[src/rtl/raster_pkg.sv]
// Shared widths, FSM state encoding and small arithmetic helpers for the frame sequencer.
package raster_pkg;

  localparam int ANGLE_MOD = 360;
  localparam int COORD_W   = 10;
  localparam int ANGLE_W   = 9;
  localparam logic [ANGLE_W:0] ANGLE_MOD_SUM = 10'd360;

  typedef enum logic [2:0] {
    IDLE    = 3'd0,
    START   = 3'd1,
    WAIT    = 3'd2,
    HOLD    = 3'd3,
    COMMIT  = 3'd4,
    ADVANCE = 3'd5
  } seq_state_e;

  typedef struct packed {
    logic [COORD_W-1:0] ax;
    logic [COORD_W-1:0] ay;
    logic [COORD_W-1:0] bx;
    logic [COORD_W-1:0] by;
    logic [COORD_W-1:0] cx;
    logic [COORD_W-1:0] cy;
  } verts_t;

  // Angle wrap uses a 10-bit sum so any step below 360 folds back with one subtraction.
  function automatic logic [ANGLE_W-1:0] angle_add(input logic [ANGLE_W-1:0] angle,
                                                   input logic [ANGLE_W-1:0] step);
    logic [ANGLE_W:0] sum;
    sum = {1'b0, angle} + {1'b0, step};
    if (sum >= ANGLE_MOD_SUM) begin
      sum = sum - ANGLE_MOD_SUM;
    end
    return sum[ANGLE_W-1:0];
  endfunction

  function automatic logic [7:0] sat_inc8(input logic [7:0] value);
    return (value == 8'hFF) ? value : value + 8'd1;
  endfunction

endpackage

[src/rtl/frame_tick.sv]
// Falling-edge detector on the active-low vsync; one-cycle tick marks the start of a frame.
module frame_tick (
  input  logic clk_pix,
  input  logic resetn,
  input  logic vsync,
  output logic tick
);

  logic vsync_prev_r;

  // History register clears to 0 so no tick fires until vsync has been seen high.
  always_ff @(posedge clk_pix) begin
    if (!resetn) begin
      vsync_prev_r <= 1'b0;
    end else begin
      vsync_prev_r <= vsync;
    end
  end

  assign tick = vsync_prev_r & ~vsync;

endmodule

[src/rtl/frame_sequencer.sv]
// Per-frame sequencer: starts the vertex shader, waits for its result and commits the
// vertices in vertical blanking, then advances the angle. Macro PAUSE_EN lets pause freeze the angle.
module frame_sequencer
  import raster_pkg::*;
#(
  parameter int ANGLE_INIT = 0,
  parameter int ANGLE_STEP = 1,
  parameter int TIMEOUT    = 1024
) (
  input  logic               clk_pix,
  input  logic               resetn,
  input  logic               vsync,
  input  logic               pause,
  output logic               vs_start,
  input  logic               vs_done,
  input  logic [COORD_W-1:0] vs_ax,
  input  logic [COORD_W-1:0] vs_ay,
  input  logic [COORD_W-1:0] vs_bx,
  input  logic [COORD_W-1:0] vs_by,
  input  logic [COORD_W-1:0] vs_cx,
  input  logic [COORD_W-1:0] vs_cy,
  output logic [ANGLE_W-1:0] angle,
  output logic [COORD_W-1:0] ax,
  output logic [COORD_W-1:0] ay,
  output logic [COORD_W-1:0] bx,
  output logic [COORD_W-1:0] by,
  output logic [COORD_W-1:0] cx,
  output logic [COORD_W-1:0] cy,
  output logic               verts_valid,
  output logic [7:0]         overrun_cnt,
  output logic [7:0]         timeout_cnt
);

  localparam int WAIT_W = (TIMEOUT > 1) ? $clog2(TIMEOUT) : 1;

  seq_state_e         state_r, state_s;
  logic [ANGLE_W-1:0] angle_r, angle_s;
  verts_t             cap_r, cap_s, verts_r, verts_s, vs_in_s;
  logic               valid_r, valid_s, pend_r, pend_s, vs_start_r, vs_start_s;
  logic [7:0]         overrun_r, overrun_s, timeout_r, timeout_s;
  logic [WAIT_W-1:0]  wait_cnt_r, wait_cnt_s;
  logic               tick;
  logic               hold_angle_s;

  frame_tick u_frame_tick (
    .clk_pix(clk_pix),
    .resetn (resetn),
    .vsync  (vsync),
    .tick   (tick)
  );

`ifdef PAUSE_EN
  assign hold_angle_s = pause;
`else
  logic unused_pause;
  assign unused_pause = pause;
  assign hold_angle_s = 1'b0;
`endif

  assign vs_in_s = {vs_ax, vs_ay, vs_bx, vs_by, vs_cx, vs_cy};

  // State and datapath registers; all outputs come straight from these.
  always_ff @(posedge clk_pix) begin
    if (!resetn) begin
      state_r    <= IDLE;
      angle_r    <= ANGLE_W'(ANGLE_INIT);
      cap_r      <= '0;
      verts_r    <= '0;
      valid_r    <= 1'b0;
      pend_r     <= 1'b0;
      vs_start_r <= 1'b0;
      overrun_r  <= 8'd0;
      timeout_r  <= 8'd0;
      wait_cnt_r <= '0;
    end else begin
      state_r    <= state_s;
      angle_r    <= angle_s;
      cap_r      <= cap_s;
      verts_r    <= verts_s;
      valid_r    <= valid_s;
      pend_r     <= pend_s;
      vs_start_r <= vs_start_s;
      overrun_r  <= overrun_s;
      timeout_r  <= timeout_s;
      wait_cnt_r <= wait_cnt_s;
    end
  end

  // Next-state and next-datapath values; every register holds unless its state acts on it.
  always_comb begin
    state_s    = state_r;
    angle_s    = angle_r;
    cap_s      = cap_r;
    verts_s    = verts_r;
    valid_s    = valid_r;
    pend_s     = pend_r;
    vs_start_s = 1'b0;
    overrun_s  = overrun_r;
    timeout_s  = timeout_r;
    wait_cnt_s = wait_cnt_r;
    case (state_r)
      IDLE: begin
        if (tick) begin
          state_s = START;
        end else begin
          state_s = IDLE;
        end
      end
      START: begin
        vs_start_s = 1'b1;
        wait_cnt_s = '0;
        state_s    = WAIT;
      end
      WAIT: begin
        if (vs_done) begin
          cap_s  = vs_in_s;
          pend_s = 1'b1;
          state_s = tick ? COMMIT : HOLD;
        end else begin
          // A frame boundary coinciding with the timeout counts as both events.
          if (tick) begin
            overrun_s = sat_inc8(overrun_r);
          end else begin
            overrun_s = overrun_r;
          end
          if (wait_cnt_r == WAIT_W'(TIMEOUT - 1)) begin
            timeout_s = sat_inc8(timeout_r);
            pend_s    = 1'b0;
            state_s   = HOLD;
          end else begin
            wait_cnt_s = wait_cnt_r + WAIT_W'(1);
          end
        end
      end
      HOLD: begin
        if (tick) begin
          state_s = COMMIT;
        end else begin
          state_s = HOLD;
        end
      end
      COMMIT: begin
        if (pend_r) begin
          verts_s = cap_r;
          valid_s = 1'b1;
          pend_s  = 1'b0;
        end else begin
          verts_s = verts_r;
        end
        state_s = ADVANCE;
      end
      ADVANCE: begin
        if (hold_angle_s) begin
          angle_s = angle_r;
        end else begin
          angle_s = angle_add(angle_r, ANGLE_W'(ANGLE_STEP));
        end
        state_s = START;
      end
      default: begin
        state_s = IDLE;
      end
    endcase
  end

  assign vs_start    = vs_start_r;
  assign angle       = angle_r;
  assign ax          = verts_r.ax;
  assign ay          = verts_r.ay;
  assign bx          = verts_r.bx;
  assign by          = verts_r.by;
  assign cx          = verts_r.cx;
  assign cy          = verts_r.cy;
  assign verts_valid = valid_r;
  assign overrun_cnt = overrun_r;
  assign timeout_cnt = timeout_r;

endmodule

[config.mk]
export PLATFORM = sky130hd
export DESIGN_NAME = frame_sequencer
export DESIGN_NICKNAME = d
export VERILOG_FILES = /design/src/rtl/raster_pkg.sv /design/src/rtl/frame_tick.sv /design/src/rtl/frame_sequencer.sv
export SDC_FILE = /design/constraint.sdc
export NUM_CORES = 1
export LEC_CHECK = 0
export CAP_MARGIN = 10
export CORE_ASPECT_RATIO = 0.7
export CORE_MARGIN = 10
export CORE_UTILIZATION = 31
export CTS_BUF_LIST = sky130_fd_sc_hd__clkbuf_2
export DETAILED_ROUTE_END_ITERATION = 8
export PLACE_DENSITY = 0.66
export SETUP_SLACK_MARGIN = 0.4
export SYNTH_ARGS = -nofsm -noshare
export SYNTH_HDL_FRONTEND = slang
export SYNTH_SLANG_ARGS = --single-unit
[constraint.sdc]
create_clock -name clk_pix -period 2.8 [get_ports clk_pix]
set_input_delay 0.28 -clock clk_pix [delete_from_list [all_inputs] [get_ports clk_pix]]
set_output_delay 0.28 -clock clk_pix [all_outputs]
set_load 0.005 [all_outputs]
==> results of run 1 <==
[worst register-to-register path, delay by kind of cell (launching register included)]
kind	cells	cell delay [ns]
muxes	1	0.25
AOI/OAI and AO/OA	2	0.34
DFF	1	0.39
and+or+nand+nor	3	1.09
buffers and inverters	1	0.17
[cell type report]
cell class                      count  area (sq um)  share of cell area
Tap cell                          282           353              0.0385
Sequential cell                   162          3250               0.354
Clock inverter                     15           169              0.0184
Clock buffer                       17          85.1             0.00927
Inverter                            3          11.3             0.00123
Multi-Input combinational cell    580          3280               0.358
Timing Repair Buffer              202          2030               0.221
[stage by stage]
| stage | hold WS (ns) | util |
|---|---|---|
| 2_1_floorplan | 0.402 | - |
| 3_3_place_gp | 0.446 | 0.398 |
| 3_5_place_dp | 0.455 | 0.398 |
| 4_1_cts | 0.000115 | 0.422 |
| 5_1_grt | -0.0126 | 0.427 |
| 6_report | 0.0893 | 0.427 |
[timing repair]
| action | in CTS | in global routing |
|---|---|---|
| gates resized for setup | 0 | 4 |
| setup buffers | 0 | 0 |
| setup endpoints to repair | 0 | 4 |
| hold endpoints to repair | 49 | 8 |
| hold buffers | 28 | 8 |
[power breakdown]
group          total, mW  internal [mW]  switching (mW)
sequential          2.36           2.35          0.0183
combinational      0.296          0.174           0.122
clock               1.28          0.295           0.984
total               3.94           2.82            1.12
[cell usage after synthesis, types with 3 or more instances]
cell type	number	share of area
ha_1	6	0.011
a21boi_1	4	0.0045
and2_1	17	0.016
nand4_1	12	0.011
xor2_1	9	0.012
o21ai_0	8	0.0059
o211ai_1	3	0.0033
a21oi_1	11	0.0082
nand2_1	264	0.15
and3_1	12	0.011
inv_1	3	0.0017
nand2b_1	3	0.0028
dfxtp_1	162	0.48
nand3_1	11	0.0082
clkbuf_1	50	0.028
nor2b_1	7	0.0065
xnor2_1	16	0.021
or3_1	6	0.0056
a21boi_0	124	0.14
nor2_1	20	0.011
mux2i_1	5	0.0074
[state kept, by name, indices dropped and copies added (netlist names), 8 cells and up]
signal,flops
cap_r,60
ax,10
ay,10
bx,10
by,10
cx,10
cy,10
wait_cnt_r,10
angle,9
overrun_cnt,8
timeout_cnt,8
[how the worst min path moves through the flow]
| stage | startpoint | to | slack [ns] |
|---|---|---|---|
| after CTS | vs_ay[3] | cap_r[43]$_SDFFE_PN0P_ | 0.0001 |
| after floorplan | vsync | u_frame_tick.vsync_prev_r$_SDFF_PN0_ | 0.40 |
| after global placement | cap_r[41]$_SDFFE_PN0P_ | ay[1]$_SDFFE_PN0P_ | 0.45 |
| final | vs_cy[5] | cap_r[5]$_SDFFE_PN0P_ | 0.09 |
| after global routing | vs_by[2] | cap_r[22]$_SDFFE_PN0P_ | -0.01 |
| after detailed placement | ay[9]$_SDFFE_PN0P_ | ay[9]$_SDFFE_PN0P_ | 0.46 |
[layer usage]
metal	vias to the layer above	wire [microns]	GRT usage
met1	2691	8980	0.174
met2	140	7900	0.189
met3	7	1540	0.0568
met4	0	88	0.0208
li1	3001	-	-
met5	-	0	0
[cell families after synthesis]
kind of cell,synth area share
simple gates,0.241
fa+ha+maj,0.0111
mux,0.0108
flops,0.482
xor+xnor,0.0325
compound gates,0.189
buf+inv,0.0336
==> results.yml, run 1 <==
critical_path:
  regToRegSetupSlack_ns: 0.52
  max_stage_delay_ns: 0.51
  reg2reg_from: "angle[1]$_SDFFE_PN0N_"
  arrival_ns: 2.93
  critPathKind: "reg2reg"
  path_max_fanout: 10
  crit_cells: 7
  path_cells: "buf_4 > nand2_1 > or3_1 > mux2i_4 > or3_2 > a31o_2 > a21boi_1"
  worst_path_max_delay_cell: "or3_1"
  r2r_end: "angle[3]$_SDFFE_PN0N_"
  crit_end: "angle[3]$_SDFFE_PN0N_"
  crit_required_ns: 3.45
  worstSetupStartpointType: "flop"
  cp-startpoint: "angle[1]$_SDFFE_PN0N_"
  reg2regPathDepth: 7
  crit_buf_inv: 1
  cpLargestDelayFamily: "simple AND/OR/NAND/NOR gates"
  endpoint_kind: "flop"
clock_tree:
  cts_tree: "yes"
  clk_pin_slew_worst_paths_ns: 0.27
  clk_latency_ns: 0.72
  clockRootBuffer: "clkbuf_2"
  clk_path_buf_depth: 2
  clkSinkCount: 162
  cts_made_buffers: 17
  ctsHtreeMaxLevel: 4
timing:
  finalMaxSlewViolations: 0
  rsz0062_at_grt: "no"
  fin_tns_setup_ns: 0
  clock-skew-final_ns: 0.0494
  worst_slack_ns: 0.522
  max_freq_mhz: 439
  setup_viol: 0
  finalCritPeriodShare: 0.814
  slew_headroom: 0.588
  finalCriticalPeriod_ns: 2.28
  hold_viol_final: 0
  tightest_slew_ns: 0.613
placement:
  dp_hpwl_microns: 12200
  place_congestion: 0.849
  place_area_sq_um: 8550
  port_buffers: 150
  dp_cells: 1193
  place_ws_ns: 0.495
finish:
  final_common_cell: "nand2_1"
  mostFrequentLayoutCells: "263 x nand2_1, 160 x dfxtp_1, 149 x clkdlybuf4s50_1"
  layout.cells.non_filler: 1261
  nets: 1037
  final_area_sq_um: 9180
  layout-drive-gt1-share: 0.0715
  syn2layout_area_growth_pct: 36.3
  diodes: 0
  nFillCells: 2178
floorplan:
  dieHeight_microns: 143
  rows: 45
  dieArea_sq_um: 28100
  boundaryPins: 152
  die_x_microns: 196
  core_sq_um: 21500
  initial_utilization: 0.313
pwr:
  p_leak_nw: 3.06
  powerDensity_nw_per_um2: 429
  total_power_mw: 3.94
  peakVddDrop_mv: 0.227
route:
  vias: 5839
  avgViaCountPerCell: 4.63
  drt-wirelength-per-cell_microns: 14.7
  drc: 0
  dr.pass1.iters: 5
  drt.antenna.violating_nets: 0
  drt_wl_total_microns: 18500
  drtIter0Drc: 437
synthesis:
  syn_inst: 799
  synth_edf_count: 0
  synth_ff_type: "dfxtp_1"
  ys_warn_count: 0
  yosysSeqAreaShare: 0.482
  syn-cell-area_sq_um: 6730
  synth_fp_nets: 870
  synth_cell_types: 58
  synth_area_per_cell_sq_um: 8.43
  synth_async_sr_flop_share: 0
  ys_ff_latch: 162
run:
  drv_cap: 0
global_route:
  grtUsageTotal: 0.129
  grt_pass1_wl_microns: 29600
  grt_max_degree: 62
  grt_pass1_vias: 5524
  antenna_found_initial: 0
  grt_overflow: 0
run_status:
  status: "finished clean"
worst_hold_path:
  hold_path_depth: 3
  hold_class: "in2reg"
No activity file was read; power rests on OpenSTA's default activity.
==> inputs of run 2 (changes only) <==
==> constraint.sdc (replaced) <==
create_clock -name clk_pix -period 2.15 [get_ports clk_pix]
set_input_delay 0.215 -clock clk_pix [delete_from_list [all_inputs] [get_ports clk_pix]]
set_output_delay 0.215 -clock clk_pix [all_outputs]
set_load 0.005 [all_outputs]
==> run 2 against run 1 <==
Net effect:
- register-to-register slack got worse by 0.49 ns
- sequential cell count did not move
- power rose by 38%
- non-clock buffer count rose by 110
- maximum frequency rose by 7.7%
- sequential power rose by 30%
- via count rose by 9.2%
- worst setup slack got worse by 0.49 ns
- clock-buffer cell count rose by 3
- sequential share of layout area fell by 3.3 points
- routed wire length rose by 13%
- cell count rose by 8.7%
- largest cell class unchanged
- highest routed layer unchanged
==> results.yml, run 2 (synthesis results as in run 1) <==
placement:
  place_congestion: 0.814
  port_buffers: 150
  dp_cells: 1203
  place_ws_ns: 0.0514
  dp_hpwl_microns: 12500
clock_tree:
  ctsHtreeMaxLevel: 4
  clk_path_buf_depth: 2
  clk_latency_ns: 0.74
  cts_tree: "yes"
  clk_pin_slew_worst_paths_ns: 0.24
  clockRootBuffer: "clkbuf_2"
  cts_made_buffers: 17
  clkSinkCount: 162
global_route:
  grt_pass1_vias: 6454
  grt_pass1_wl_microns: 33500
  grtUsageTotal: 0.146
  grt_overflow: 0
  antenna_found_initial: 0
  grt_max_degree: 64
pwr:
  peakVddDrop_mv: 0.377
  powerDensity_nw_per_um2: 515
  p_leak_nw: 4.04
route:
  drtIter0Drc: 275
  dr.pass1.iters: 4
  drt_wl_total_microns: 20900
  vias: 6375
  drt.antenna.violating_nets: 0
  drc: 0
  avgViaCountPerCell: 4.65
  drt-wirelength-per-cell_microns: 15.2
floorplan:
  boundaryPins: 152
  die_x_microns: 196
  rows: 45
  initial_utilization: 0.313
  dieHeight_microns: 143
  core_sq_um: 21500
  dieArea_sq_um: 28100
worst_hold_path:
  hold_class: "in2reg"
critical_path:
  crit_required_ns: 2.81
  worstSetupStartpointType: "flop"
  path_cells: "ha_4 > buf_4 > buf_6 > nand2_2 > a21oi_2 > o311a_4 > or3_4 > a31o_4 > a21boi_1"
  path_max_fanout: 4
  max_stage_delay_ns: 0.41
  critPathKind: "reg2reg"
  endpoint_kind: "flop"
  cpLargestDelayFamily: "compound AO/OA/AOI/OAI gates"
  worst_path_max_delay_cell: "dfxtp_4"
  crit_buf_inv: 2
  arrival_ns: 2.77
finish:
  final_common_cell: "nand2_1"
  diodes: 0
  layout.cells.non_filler: 1371
  multi_input_comb_area_sq_um: 3570
  register_area_sq_um: 3400
  regMostFlops: "cap_r"
  mostFrequentLayoutCells: "255 x nand2_1, 122 x a21boi_0, 75 x dfxtp_2"
  syn2layout_area_growth_pct: 57.2
  postLayoutCoreUtil: 0.492
  largest_reg_flops: 60
  nFillCells: 2008
  nets: 1147
  layout-drive-gt1-share: 0.266
timing:
  rsz0062_at_grt: "yes"
  hold_viol_final: 0
  clock-skew-final_ns: 0.0278
  setup_viol: 0
  finalMaxSlewViolations: 0
  slew_headroom: 0.628
  tightest_slew_ns: 0.554
  finalCriticalPeriod_ns: 2.12
  hold_ws_ns: 0.358
  fin_tns_setup_ns: 0
  max_freq_mhz: 473
  finalCritPeriodShare: 0.984
  worst_slack_ns: 0.0348
run_status:
  status: "finished clean"
run:
  drv_cap: 0
## run 2: worst paths after layout
| path | from | end | slack [ns] | cells after the start |
|---|---|---|---|---|
| max | angle[0]$_SDFFE_PN0N_ | angle[3]$_SDFFE_PN0N_ | 0.03 | 9 |
| min reg2reg | cap_r[39]$_SDFFE_PN0P_ | bx[9]$_SDFFE_PN0P_ | 0.45 | 2 |
| min | vs_done | state_r[0]$_SDFFE_PN0P_ | 0.36 | 5 |
| max reg2reg | angle[0]$_SDFFE_PN0N_ | angle[3]$_SDFFE_PN0N_ | 0.03 | 9 |
## run 2: what timing repair did
item | CTS | global route
pin swaps | 24 | 30
hold endpoints to repair | 96 | 0
endpoints found under the setup margin | 107 | 98
setup buffers | 54 | 20
hold buffers | 62 | 0
gates resized for setup | 227 | 79
## run 2: worst register-to-register path, cell delays in order, from the launching register on
cell      delay, ns
dfxtp_4        0.41
ha_4           0.16
buf_4          0.13
buf_6          0.12
nand2_2        0.06
a21oi_2        0.06
o311a_4        0.38
or3_4          0.40
a31o_4         0.22
a21boi_1       0.11
## run 2: stage by stage
stage	area (sq um)	total power [mW]
floorplan	6860	3.29
global placement	8720	3.47
detailed placement	8720	3.47
CTS	10300	5.52
global route	10600	5.71
finish	10600	5.46
## run 2: per-layer routing
layer  part of all wire  vias to the layer above  track usage  wire length (microns)
met5                  0                        -            0                      0
met4              0.016                        0       0.0497                    335
met3              0.076                       22       0.0615                   1580
met2               0.46                      139        0.234                   9660
met1               0.44                     2994        0.174                   9280
li1                   -                     3220            -                      -
## run 2: layout make-up
type,count,share of cell area
well taps,282,0.0333
clock inverters,12,0.0170
clock buffers,20,0.00945
multi-input cells,580,0.337
inverters,3,0.00106
flip-flops and latches,162,0.321
repair buffers,312,0.281
## run 2: power by group
part	switching (mW)	internal (mW)	total (mW)	leakage, nW
Combinational	0.185	0.291	0.477	2.51
Sequential	0.0256	3.03	3.06	1.36
Clock	1.13	0.789	1.92	0.172
==> inputs of run 3 (changes only) <==
--- a/config.mk
+++ b/config.mk
@@ -6,13 +6,16 @@
 export NUM_CORES = 1
 export LEC_CHECK = 0
 export CAP_MARGIN = 10
+export CELL_PAD_IN_SITES_DETAIL_PLACEMENT = 1
+export CELL_PAD_IN_SITES_GLOBAL_PLACEMENT = 1
 export CORE_ASPECT_RATIO = 0.7
 export CORE_MARGIN = 10
 export CORE_UTILIZATION = 31
 export CTS_BUF_LIST = sky130_fd_sc_hd__clkbuf_2
 export DETAILED_ROUTE_END_ITERATION = 8
-export PLACE_DENSITY = 0.66
-export SETUP_SLACK_MARGIN = 0.4
+export PLACE_DENSITY = 0.81
+export REMOVE_ABC_BUFFERS = 1
+export SETUP_SLACK_MARGIN = 0.15
 export SYNTH_ARGS = -nofsm -noshare
 export SYNTH_HDL_FRONTEND = slang
 export SYNTH_SLANG_ARGS = --single-unit
==> run 3 against run 2 <==
Net effect:
- clock-buffer cell count decreased by 3
- sequential share of layout area up 1.3 points
- combinational power is 7.3% lower
- register-to-register slack better by 0.05 ns
- global-route usage grew 0.78 points
- die area stayed put
- cell count decreased by 2.7%
- power down 5.9%
- hold slack got worse by 0.21 ns
- sequential power is essentially flat
- first-iteration DRC count grew 16%
- routed wire length is 8.0% higher
- critical endpoint unchanged
- largest power group unchanged
==> results.yml, run 3 (synthesis results as in run 1) <==
run_status:
  status: "finished clean"
finish:
  layout.cells.non_filler: 1334
  mostFrequentLayoutCells: "263 x nand2_1, 123 x a21boi_0, 96 x clkdlybuf4s50_1"
  nets: 1109
  regMostFlops: "cap_r"
  postLayoutCoreUtil: 0.470
  final_area_sq_um: 10100
  final_common_cell: "nand2_1"
  layout-drive-gt1-share: 0.195
  syn2layout_area_growth_pct: 50.1
  largest_reg_flops: 60
critical_path:
  critPathKind: "reg2reg"
  cp-startpoint: "angle[1]$_SDFFE_PN0N_"
  worst_path_max_delay_cell: "or3_2"
  regToRegSetupSlack_ns: 0.08
  crit_buf_inv: 0
  path_cells: "ha_4 > and4bb_2 > o211ai_1 > o311a_4 > or3_2 > a31o_2 > a21boi_2"
  r2r_end: "angle[3]$_SDFFE_PN0N_"
  reg2reg_from: "angle[1]$_SDFFE_PN0N_"
  endpoint_kind: "flop"
  crit_required_ns: 2.84
  path_max_fanout: 6
  cpLargestDelayFamily: "simple AND/OR/NAND/NOR gates"
  crit_cells: 7
  max_stage_delay_ns: 0.49
  crit_end: "angle[3]$_SDFFE_PN0N_"
  reg2regPathDepth: 7
  arrival_ns: 2.76
  worstSetupStartpointType: "flop"
worst_hold_path:
  hold_path_depth: 3
  hold_class: "in2reg"
clock_tree:
  clk_path_buf_depth: 2
  cts_tree: "yes"
  cts_made_buffers: 17
  clkSinkCount: 162
  clk_latency_ns: 0.73
  ctsHtreeMaxLevel: 4
  clockRootBuffer: "clkbuf_2"
  clk_pin_slew_worst_paths_ns: 0.29
pwr:
  peakVddDrop_mv: 0.333
  total_power_mw: 5.13
  p_leak_nw: 4.33
  powerDensity_nw_per_um2: 508
timing:
  slew_headroom: 0.601
  clock-skew-final_ns: 0.0447
  finalMaxSlewViolations: 0
  setup_viol: 0
  finalCriticalPeriod_ns: 2.07
  tightest_slew_ns: 0.595
  rsz0062_at_grt: "yes"
  finalCritPeriodShare: 0.963
  max_freq_mhz: 483
  worst_slack_ns: 0.0802
  hold_viol_final: 0
floorplan:
  dieHeight_microns: 143
  core_sq_um: 21500
  rows: 45
  initial_utilization: 0.313
  dieArea_sq_um: 28100
  die_x_microns: 196
  boundaryPins: 152
placement:
  dp_cells: 1213
  place_area_sq_um: 8730
  dp_hpwl_microns: 13800
  port_buffers: 150
  place_congestion: 0.846
  place_ws_ns: -0.0464
route:
  drt_wl_total_microns: 22500
  vias: 6375
  dr.pass1.iters: 4
  drt.antenna.violating_nets: 0
  drtIter0Drc: 318
  avgViaCountPerCell: 4.78
  drt-wirelength-per-cell_microns: 16.9
  drc: 0
global_route:
  grt_pass1_wl_microns: 35300
  antenna_found_initial: 1
  grt_pass1_vias: 6586
  grt_overflow: 0
  grt_max_degree: 63
  grtUsageTotal: 0.154
run:
  drv_cap: 0
==> run 3: changes by cell type in the layout (fill, tap and decap cells not counted), sizes merged, moves of 4 or more <==
| cell | delta |
|---|---|
| buf | -41 |
| bufinv | -4 |
| clkbuf | -7 |
| clkdlybuf4s15 | -29 |
| clkdlybuf4s50 | +34 |
| dlygate4sd2 | -41 |
| dlymetal6s2s | +44 |
| inv | +5 |
==> run 3: worst min-delay path by stage <==
stage                                   startpoint                  endpoint
after floorplan                             resetn  verts_valid$_SDFFE_PN0P_
after global placement    verts_valid$_SDFFE_PN0P_  verts_valid$_SDFFE_PN0P_
after detailed placement    cap_r[43]$_SDFFE_PN0P_        ay[3]$_SDFFE_PN0P_
after CTS                                 vs_bx[9]    cap_r[39]$_SDFFE_PN0P_
after global routing                      vs_bx[8]    cap_r[38]$_SDFFE_PN0P_
final                                     vs_bx[8]    cap_r[38]$_SDFFE_PN0P_
==> run 3: per-stage QoR <==
stage,setup TNS (ns),hold slack (ns)
finish,0,0.143
detailed placement,-0.0464,0.456
global placement,0,0.449
global route,0,0.0178
CTS,0,0.0134
floorplan,-0.300,0.333
==> run 3: tightest hold or removal path, stage by stage <==
cell             delay, ns
clkdlybuf4s50_1       0.44
nand2_1               0.08
a21boi_0              0.07
==> run 3: repair_timing <==
action / 4_1_cts / 5_1_grt
gates cloned: 0 / 1
resized for setup: 38 / 129
setup buffers: 7 / 19
setup endpoints to repair: 31 / 84
hold buffers: 59 / 2
hold endpoints to repair: 85 / 2
pin swaps: 0 / 10
==> run 3: cell type report <==
| class | count | area (sq um) |
|---|---|---|
| fillers | 2467 | 11400 |
| flip-flops and latches | 162 | 3370 |
| multi-input cells | 580 | 3370 |
| repair buffers | 274 | 2760 |
| well taps | 282 | 353 |
| clock inverters | 15 | 145 |
| clock buffers | 17 | 85.1 |
| inverters | 3 | 11.3 |
| diodes | 1 | 2.50 |
==> run 3: power breakdown <==
group          switching (mW)  internal (mW)
logic                   0.179          0.263
clock network            1.27          0.362
registers              0.0260           3.04
==> run 3: layer usage <==
metal | vias to the layer above | global-route usage | share of wire
li1 | 3148 | - | -
met1 | 3100 | 0.184 | 0.45
met2 | 115 | 0.263 | 0.48
met3 | 12 | 0.0542 | 0.063
met4 | 0 | 0.0308 | 0.0065
met5 | - | 0 | 0
